## src/rtl/rf_writeback.sv

```systemverilog
// Register-file write initiator: merges pipeline writeback with a
// long-latency result FIFO and tracks registers still owed by that unit.
module rf_writeback #(
  parameter int DEPTH      = 4,
  parameter int STARVE_MAX = 8
) (
  input  logic                       clk,
  input  logic                       reset,
  input  logic                       pipe_valid,
  output logic                       pipe_ready,
  input  logic [4:0]                 pipe_rd,
  input  logic [31:0]                pipe_data,
  input  logic                       lu_valid,
  output logic                       lu_ready,
  input  logic [4:0]                 lu_rd,
  input  logic [31:0]                lu_data,
  input  logic                       iss_valid,
  input  logic [4:0]                 iss_rd,
  output logic [31:0]                busy_mask,
  output logic [$clog2(DEPTH):0]     fifo_count,
  output logic                       rf_we,
  output logic [4:0]                 rf_wreg,
  output logic [31:0]                rf_wdata
);

  localparam int AW = $clog2(DEPTH);
  localparam int CW = AW + 1;
  localparam int SW = $clog2(STARVE_MAX + 1);

  logic [4:0]    r_mem_rd   [DEPTH];
  logic [31:0]   r_mem_data [DEPTH];
  logic [AW-1:0] r_wptr;
  logic [AW-1:0] r_rptr;
  logic [CW-1:0] r_count;
  logic [SW-1:0] r_starve;
  logic [31:0]   r_busy;
  logic          r_we;
  logic [4:0]    r_wreg;
  logic [31:0]   r_wdata;

  logic          w_empty;
  logic          w_full;
  logic          w_starve;
  logic          w_push;
  logic          w_pop;
  logic          w_gnt_pipe;
  logic          w_gnt;
  logic [4:0]    w_head_rd;
  logic [31:0]   w_head_data;
  logic [4:0]    w_gnt_rd;
  logic [31:0]   w_gnt_data;
  logic [31:0]   w_set;
  logic [31:0]   w_clr;

  assign w_empty    = (r_count == '0);
  assign w_full     = (r_count == CW'(DEPTH));
  assign w_starve   = (r_starve == SW'(STARVE_MAX));

  assign lu_ready   = !reset && !w_full;
  assign pipe_ready = !reset && !w_starve;

  assign w_push     = lu_valid && lu_ready;
  assign w_gnt_pipe = pipe_valid && pipe_ready;
  assign w_pop      = !reset && !w_gnt_pipe && !w_empty;
  assign w_gnt      = w_gnt_pipe || w_pop;

  assign w_head_rd   = r_mem_rd[r_rptr];
  assign w_head_data = r_mem_data[r_rptr];
  assign w_gnt_rd    = w_gnt_pipe ? pipe_rd : w_head_rd;
  assign w_gnt_data  = w_gnt_pipe ? pipe_data : w_head_data;

  assign w_set = (iss_valid && iss_rd != 5'd0) ? (32'd1 << iss_rd) : 32'd0;
  assign w_clr = w_pop ? (32'd1 << w_head_rd) : 32'd0;

  // Storage needs no reset: entries are only read while counted valid.
  always_ff @(posedge clk) begin
    if (w_push) begin
      r_mem_rd[r_wptr]   <= lu_rd;
      r_mem_data[r_wptr] <= lu_data;
    end
  end

  always_ff @(posedge clk) begin
    if (reset) begin
      r_wptr   <= '0;
      r_rptr   <= '0;
      r_count  <= '0;
      r_starve <= '0;
      r_busy   <= '0;
      r_we     <= 1'b0;
      r_wreg   <= '0;
      r_wdata  <= '0;
    end else begin
      if (w_push)
        r_wptr <= r_wptr + 1'b1;
      if (w_pop)
        r_rptr <= r_rptr + 1'b1;
      if (w_push && !w_pop)
        r_count <= r_count + 1'b1;
      else if (w_pop && !w_push)
        r_count <= r_count - 1'b1;
      if (w_pop || w_empty)
        r_starve <= '0;
      else if (w_gnt_pipe && !w_starve)
        r_starve <= r_starve + 1'b1;
      r_busy <= ((r_busy & ~w_clr) | w_set) & ~32'd1;
      r_we   <= w_gnt && (w_gnt_rd != 5'd0);
      if (w_gnt) begin
        r_wreg  <= w_gnt_rd;
        r_wdata <= w_gnt_data;
      end
    end
  end

  assign busy_mask  = r_busy;
  assign fifo_count = r_count;
  assign rf_we      = r_we;
  assign rf_wreg    = r_wreg;
  assign rf_wdata   = r_wdata;

endmodule

```

## config.mk

```make
export PLATFORM = sky130hd
export DESIGN_NAME = rf_writeback
export DESIGN_NICKNAME = d
export VERILOG_FILES = /design/src/rtl/rf_writeback.sv
export SDC_FILE = /design/constraint.sdc
export NUM_CORES = 1
export LEC_CHECK = 0
export ABC_AREA = 1
export BUFFER_PORTS_ARGS = -buffer_cell sky130_fd_sc_hd__buf_2
export CAP_MARGIN = 20
export CORE_ASPECT_RATIO = 0.9
export CORE_MARGIN = 3
export CORE_UTILIZATION = 60
export DETAILED_ROUTE_END_ITERATION = 8
export GPL_ROUTABILITY_DRIVEN = 0
export GPL_TIMING_DRIVEN = 0
export PLACE_DENSITY = 0.87
export SYNTH_ARGS = -nofsm -noshare
export SYNTH_HDL_FRONTEND = slang
export SYNTH_SLANG_ARGS = --single-unit
```

## constraint.sdc

```tcl
create_clock -name clk -period 4.8 [get_ports clk]
set_input_delay 0.24 -clock clk [delete_from_list [all_inputs] [get_ports clk]]
set_output_delay 0.24 -clock clk [all_outputs]
set_load 0.03 [all_outputs]
```

* Word-level counts from Yosys, hierarchy flattened
Memory sizes are Yosys's and may differ from the RTL's. A register that Yosys moved wholly into a read port is not among the register bits.
Cells that the tools add are included.
** Word-level totals
- Bits in writable memories :: 148
- Input bits :: 84
- Output and inout bits :: 75
- ROM bits :: 0
- Flip-flop bits (word level) :: 81
- Memories kept :: 2
- Bits in latches :: 0
- Word-level logic and storage cells :: 60
** Memories
- r_mem_data :: words 4, width 32, rd ports 1, clocked after memory_dff 1, wr ports 1, line 31 : logic [31:0] r_mem_data [DEPTH];
- r_mem_rd :: words 4, width 5, rd ports 1, clocked after memory_dff 1, wr ports 1, line 30 : logic [4:0] r_mem_rd [DEPTH];
** Operators by class
- Shift operators :: 2
- Muxes and demuxes :: 12
- Reductions and logical operators :: 25
- Divide/modulo/power cells :: 0
- Multiply operators :: 0
- Magnitude comparators :: 0
- Bitwise logic cells :: 3
- Equal/unequal tests :: 2
- Add/subtract/negate cells :: 5
** Operators by type and width (number)
- two-way mux 32 bit :: 3
- << shifter 1 x 5 -> 32 bit (first input constant) :: 2
- AND 32 bit :: 1
- NOT 32 bit :: 1
- bitwise OR 32 bit :: 1
- logical AND 1 bit :: 11
- nonzero test 5 bit :: 2
- two-way mux 2 bit :: 4
- zero test 1 bit :: 7
- two-way mux 3 bit :: 2
- two-way mux 5 bit :: 1
- adder 2 x 1 -> 2 bit (second input constant) :: 2
- adder 4 x 1 -> 4 bit (second input constant) :: 1
- == test 4 bit (second input constant) :: 1
- adder 3 x 1 -> 3 bit (second input constant) :: 1
- == test 3 bit (second input constant) :: 1
- zero test 3 bit :: 1
- subtractor 3 x 1 -> 3 bit (second input constant) :: 1
- logical OR 1 bit :: 2
- two-way mux 1 bit :: 2
- nonzero test 2 bit :: 1
- OR reduction 2 bit :: 1

* Longest topological paths before layout
- Depth after elaboration :: 11
- Depth in mapped cells :: 13

* Worst setup path after synthesis
No wires, ideal clock.
- Kind :: register -> register
- Start :: reg r_count[0], in the netlist fifo_count[0]
- End :: mem r_mem_data[0][0], enable pin
- Path slack :: 1.173 ns
- Clock period less this slack :: 3.627 ns
- Stages on the path, launching flop included :: 5
- Data arrival time :: 3.196 ns
- Buffers on the path :: 0
- Cell sequence :: dfxtp_1 -> nor2_1 -> a21oi_1 -> nand2_1 -> nor2_1
** Between the ends
- Word-level cells in the longest chain between the ends :: 6
** Ends and longest elaborated chain
- from (decl) :: line 34 : logic [CW-1:0] r_count;
- from (signal assigned) :: line 99 : r_count <= r_count + 1'b1;
- from (signal assigned) :: line 101 : r_count <= r_count - 1'b1;
- == test 3 bit :: line 56 : assign w_full = (r_count == CW'(DEPTH));
- zero test 1 bit :: line 59 : assign lu_ready = !reset && !w_full;
- logical AND 1 bit :: line 59
- via lu_ready :: line 14 : output logic lu_ready,
- logical AND 1 bit :: line 62 : assign w_push = lu_valid && lu_ready;
- two-way mux 1 bit :: line 77 : if (w_push) begin
- two-way mux 1 bit (not written as such) :: line 79 : r_mem_data[r_wptr] <= lu_data;
- to (decl) :: line 31
The timed path passes the listed nets, and every way through them passes these cells.

* Worst setup path in the final report
- Start :: reg r_count[0], in the netlist fifo_count[0]
- End :: mem r_mem_rd[3][3], enable pin
** Between the ends
- Word-level cells in the longest chain between the ends :: 6
** Ends and longest elaborated chain
- == test 3 bit :: line 56
- zero test 1 bit :: line 59
- logical AND 1 bit :: line 59
- logical AND 1 bit :: line 62
- two-way mux 1 bit :: line 77
- two-way mux 1 bit (not written as such) :: line 78 : r_mem_rd[r_wptr] <= lu_rd;
- to (decl) :: line 30
No other way between the ends.

==> reports/results.ini <==
[run_status]
status = finished clean

[worst_setup_path]
worst_setup_path_end_kind = flip-flop
arrival_ns = 2.58
crit_type = flip-flop to flip-flop
slowest_delay_ns = 0.75
critPathMaxFanout = 20
cp-start-kind = flip-flop
crit_path_top_delay_cell = nor2_4
ff2ff_path_depth = 5
required_ns = 5.02
timing.critical_path.cells = nor2_1, a21oi_1, nand2_1, nor2_4, buf_16

[drt]
highest_layer = met4
viasPerCell = 5.86
drtIter0Drc = 926
drt-met1-wl_mm = 10.0
drt_wl_total_mm = 26.0
dr.pass1.iters = 6
drc_errors = 0
met2_length_mm = 12.7
ant_nets = 0
wl_met3_mm = 2.68
wire_per_inst_um = 19.0
via_count = 8036

[cts]
post_cts_buffers = 0
ctsResizeCount = 0
h-tree-depth = 1
clk_path_buf_depth = 3
cts_hold_buf = 38
cts_tree = built
insertion_delay_ns = 0.53
cts.clk_slew.worst_paths_ns = 0.06
cts_root_buffer = clkbuf_16
cts_sinks = 230
numCtsBuffers = 24

[timing]
final.setup_skew_ns = 0.0126
setup_viol = 0
period_needed_ns = 2.36
whs_ns = 0.0690
fmax_mhz = 424
slew_headroom = 0.470
maxSlewViolCount = 0
worst_slew_pin_slew_ns = 0.794
rsz0062_at_grt = no
final_hold_viol_count = 0
setup-tns-final_ns = 0
min_period_over_period = 0.491

[synth]
synth-warning-count = 0
syn_nets = 1020
syn_area_per_cell_um2 = 10.3
synth.area.top_cells = edfxtp_1 47%, dfxtp_1 17%, nand2_1 5.3%, nor2_1 4.8%, nand3_1 4.1%
syn-instance-count = 928
synth_cell_type_count = 35
netlist.area_leader.share = 0.466
synth_area_um2 = 9550
synth_seq_cells = 230
ys_seq_area_frac = 0.637
yosys.area.top_type = edfxtp_1

[die]
dieHeight_um = 126
fp.dieW_um = 139
fp.coreArea_um2 = 15500
ios = 159
die-area_um2 = 17500
initial_core_util = 0.616
rows = 43

[final_layout]
syn_to_final_growth_pct = 24.0
drive_gt1_frac = 0.228
final_common_cell = buf_2
fillerInstances = 954
nets = 1243
mostFrequentLayoutCells = 176 x buf_2, 148 x edfxtp_1, 136 x nand2_1, 117 x nor2_1, 82 x dfxtp_1

[global_routing]
grt_pass1_vias = 7745
overflow = 0
grt_first_pass_wirelength_mm = 40.4
antenna_found_initial = 1
grt_usage = 0.288
grt_max_degree = 31

[pwr]
leakage_nw = 4.82
total_power_mw = 5.69
p_per_area_nw_per_um2 = 481
ir_drop_uv = 478

[min_path]
hp-class = input port to flip-flop
whs_path_depth = 5

[flow_run]
max-cap-violations = 0

[place]
io_buffers = 155
post-dp-hpwl_mm = 16.7

==> stage by stage <==
step,std cells,utilization,worst slack [ns],area (um^2)
finish,1371,0.764,2.44,11800
global route,1371,0.764,2.27,11800
CTS,1370,0.764,2.47,11800
detailed placement,1289,0.690,2.48,10700
global placement,1285,0.682,0.630,10600
floorplan,928,-,1.17,9550
==> synth_stat cells, drive strengths merged <==
cell type,instances
a31oi,12
o22ai,20
o21bai,12
clkinv,1
ha,7
a21oi,45
nand3,80
inv,64
edfxtp,148
conb,1
buf,37
nor2,132
o21ai,92
dfxtp,82
o211ai,20
xnor2,1
clkbuf,18
nand3b,1
xor2,2
nand2,148
fa,1
nor3,4
==> power by group <==
group / leakage (nW) / internal (mW) / total [mW] / switching [mW]
logic: 2.43 / 0.466 / 1.54 / 1.07
registers: 2.01 / 2.28 / 2.38 / 0.0921
clock network: 0.373 / 1.02 / 1.77 / 0.756
total: 4.82 / 3.77 / 5.69 / 1.92
==> area by class of cell <==
cell class / count / area, um^2 / area share
Buffer: 55 / 312 / 0.0263
Timing Repair Buffer: 197 / 1240 / 0.105
Clock buffer: 37 / 702 / 0.0593
Antenna cell: 1 / 2.50 / 0.000211
Sequential cell: 230 / 6090 / 0.514
Inverter: 65 / 251 / 0.0212
Clock inverter: 6 / 58.8 / 0.00497
Multi-Input combinational cell: 578 / 2930 / 0.247
Tap cell: 202 / 253 / 0.0214
==> routing by layer <==
metal / track usage / vias to the layer above
met4: 0.0811 / 0
li1: - / 3648
met5: 0 / -
met2: 0.492 / 517
met3: 0.0642 / 67
met1: 0.376 / 3804
==> registers in the layout (all words and copies together) (netlist names), named ones only <==
register	cells
rf_wdata	32
r_starve	4
r_wptr	2
r_rptr	2
rf_wreg	5
r_mem_rd	20
fifo_count	3
rf_we	1
r_mem_data	128
busy_mask	31
==> worst max-delay path, delay by kind of cell, from the launching register on <==
family | cells | cell delay (ns)
buf+inv | 1 | 0.25
compound gates | 1 | 0.16
simple gates | 3 | 1.23
flops | 1 | 0.41
==> cells by family (layout without fill, tap and decap cells) <==
logic type,Yosys count,count (layout),synth area share
XOR/XNOR,3,3,0.00275
flip-flops,230,230,0.637
other,1,2,0.000393
adder cells (fa/ha/maj),8,8,0.0113
AO/OA/AOI/OAI,201,201,0.118
AND/OR/NAND/NOR,365,365,0.171
buffers and inverters,120,360,0.0590
==> path summary, 6_finish.rpt <==
path | startpoint | to | slack [ns]
setup / recovery | fifo_count[0]$_SDFFE_PP0P_ | r_mem_rd[3][3]$_DFFE_PP_ | 2.44
hold / removal | pipe_data[0] | rf_wdata[0]$_SDFFE_PP0P_ | 0.07
setup reg to reg | fifo_count[0]$_SDFFE_PP0P_ | r_mem_rd[3][3]$_DFFE_PP_ | 2.44
hold reg to reg | busy_mask[10]$_SDFF_PP0_ | busy_mask[10]$_SDFF_PP0_ | 0.46
(Power assumes the default switching activity.)
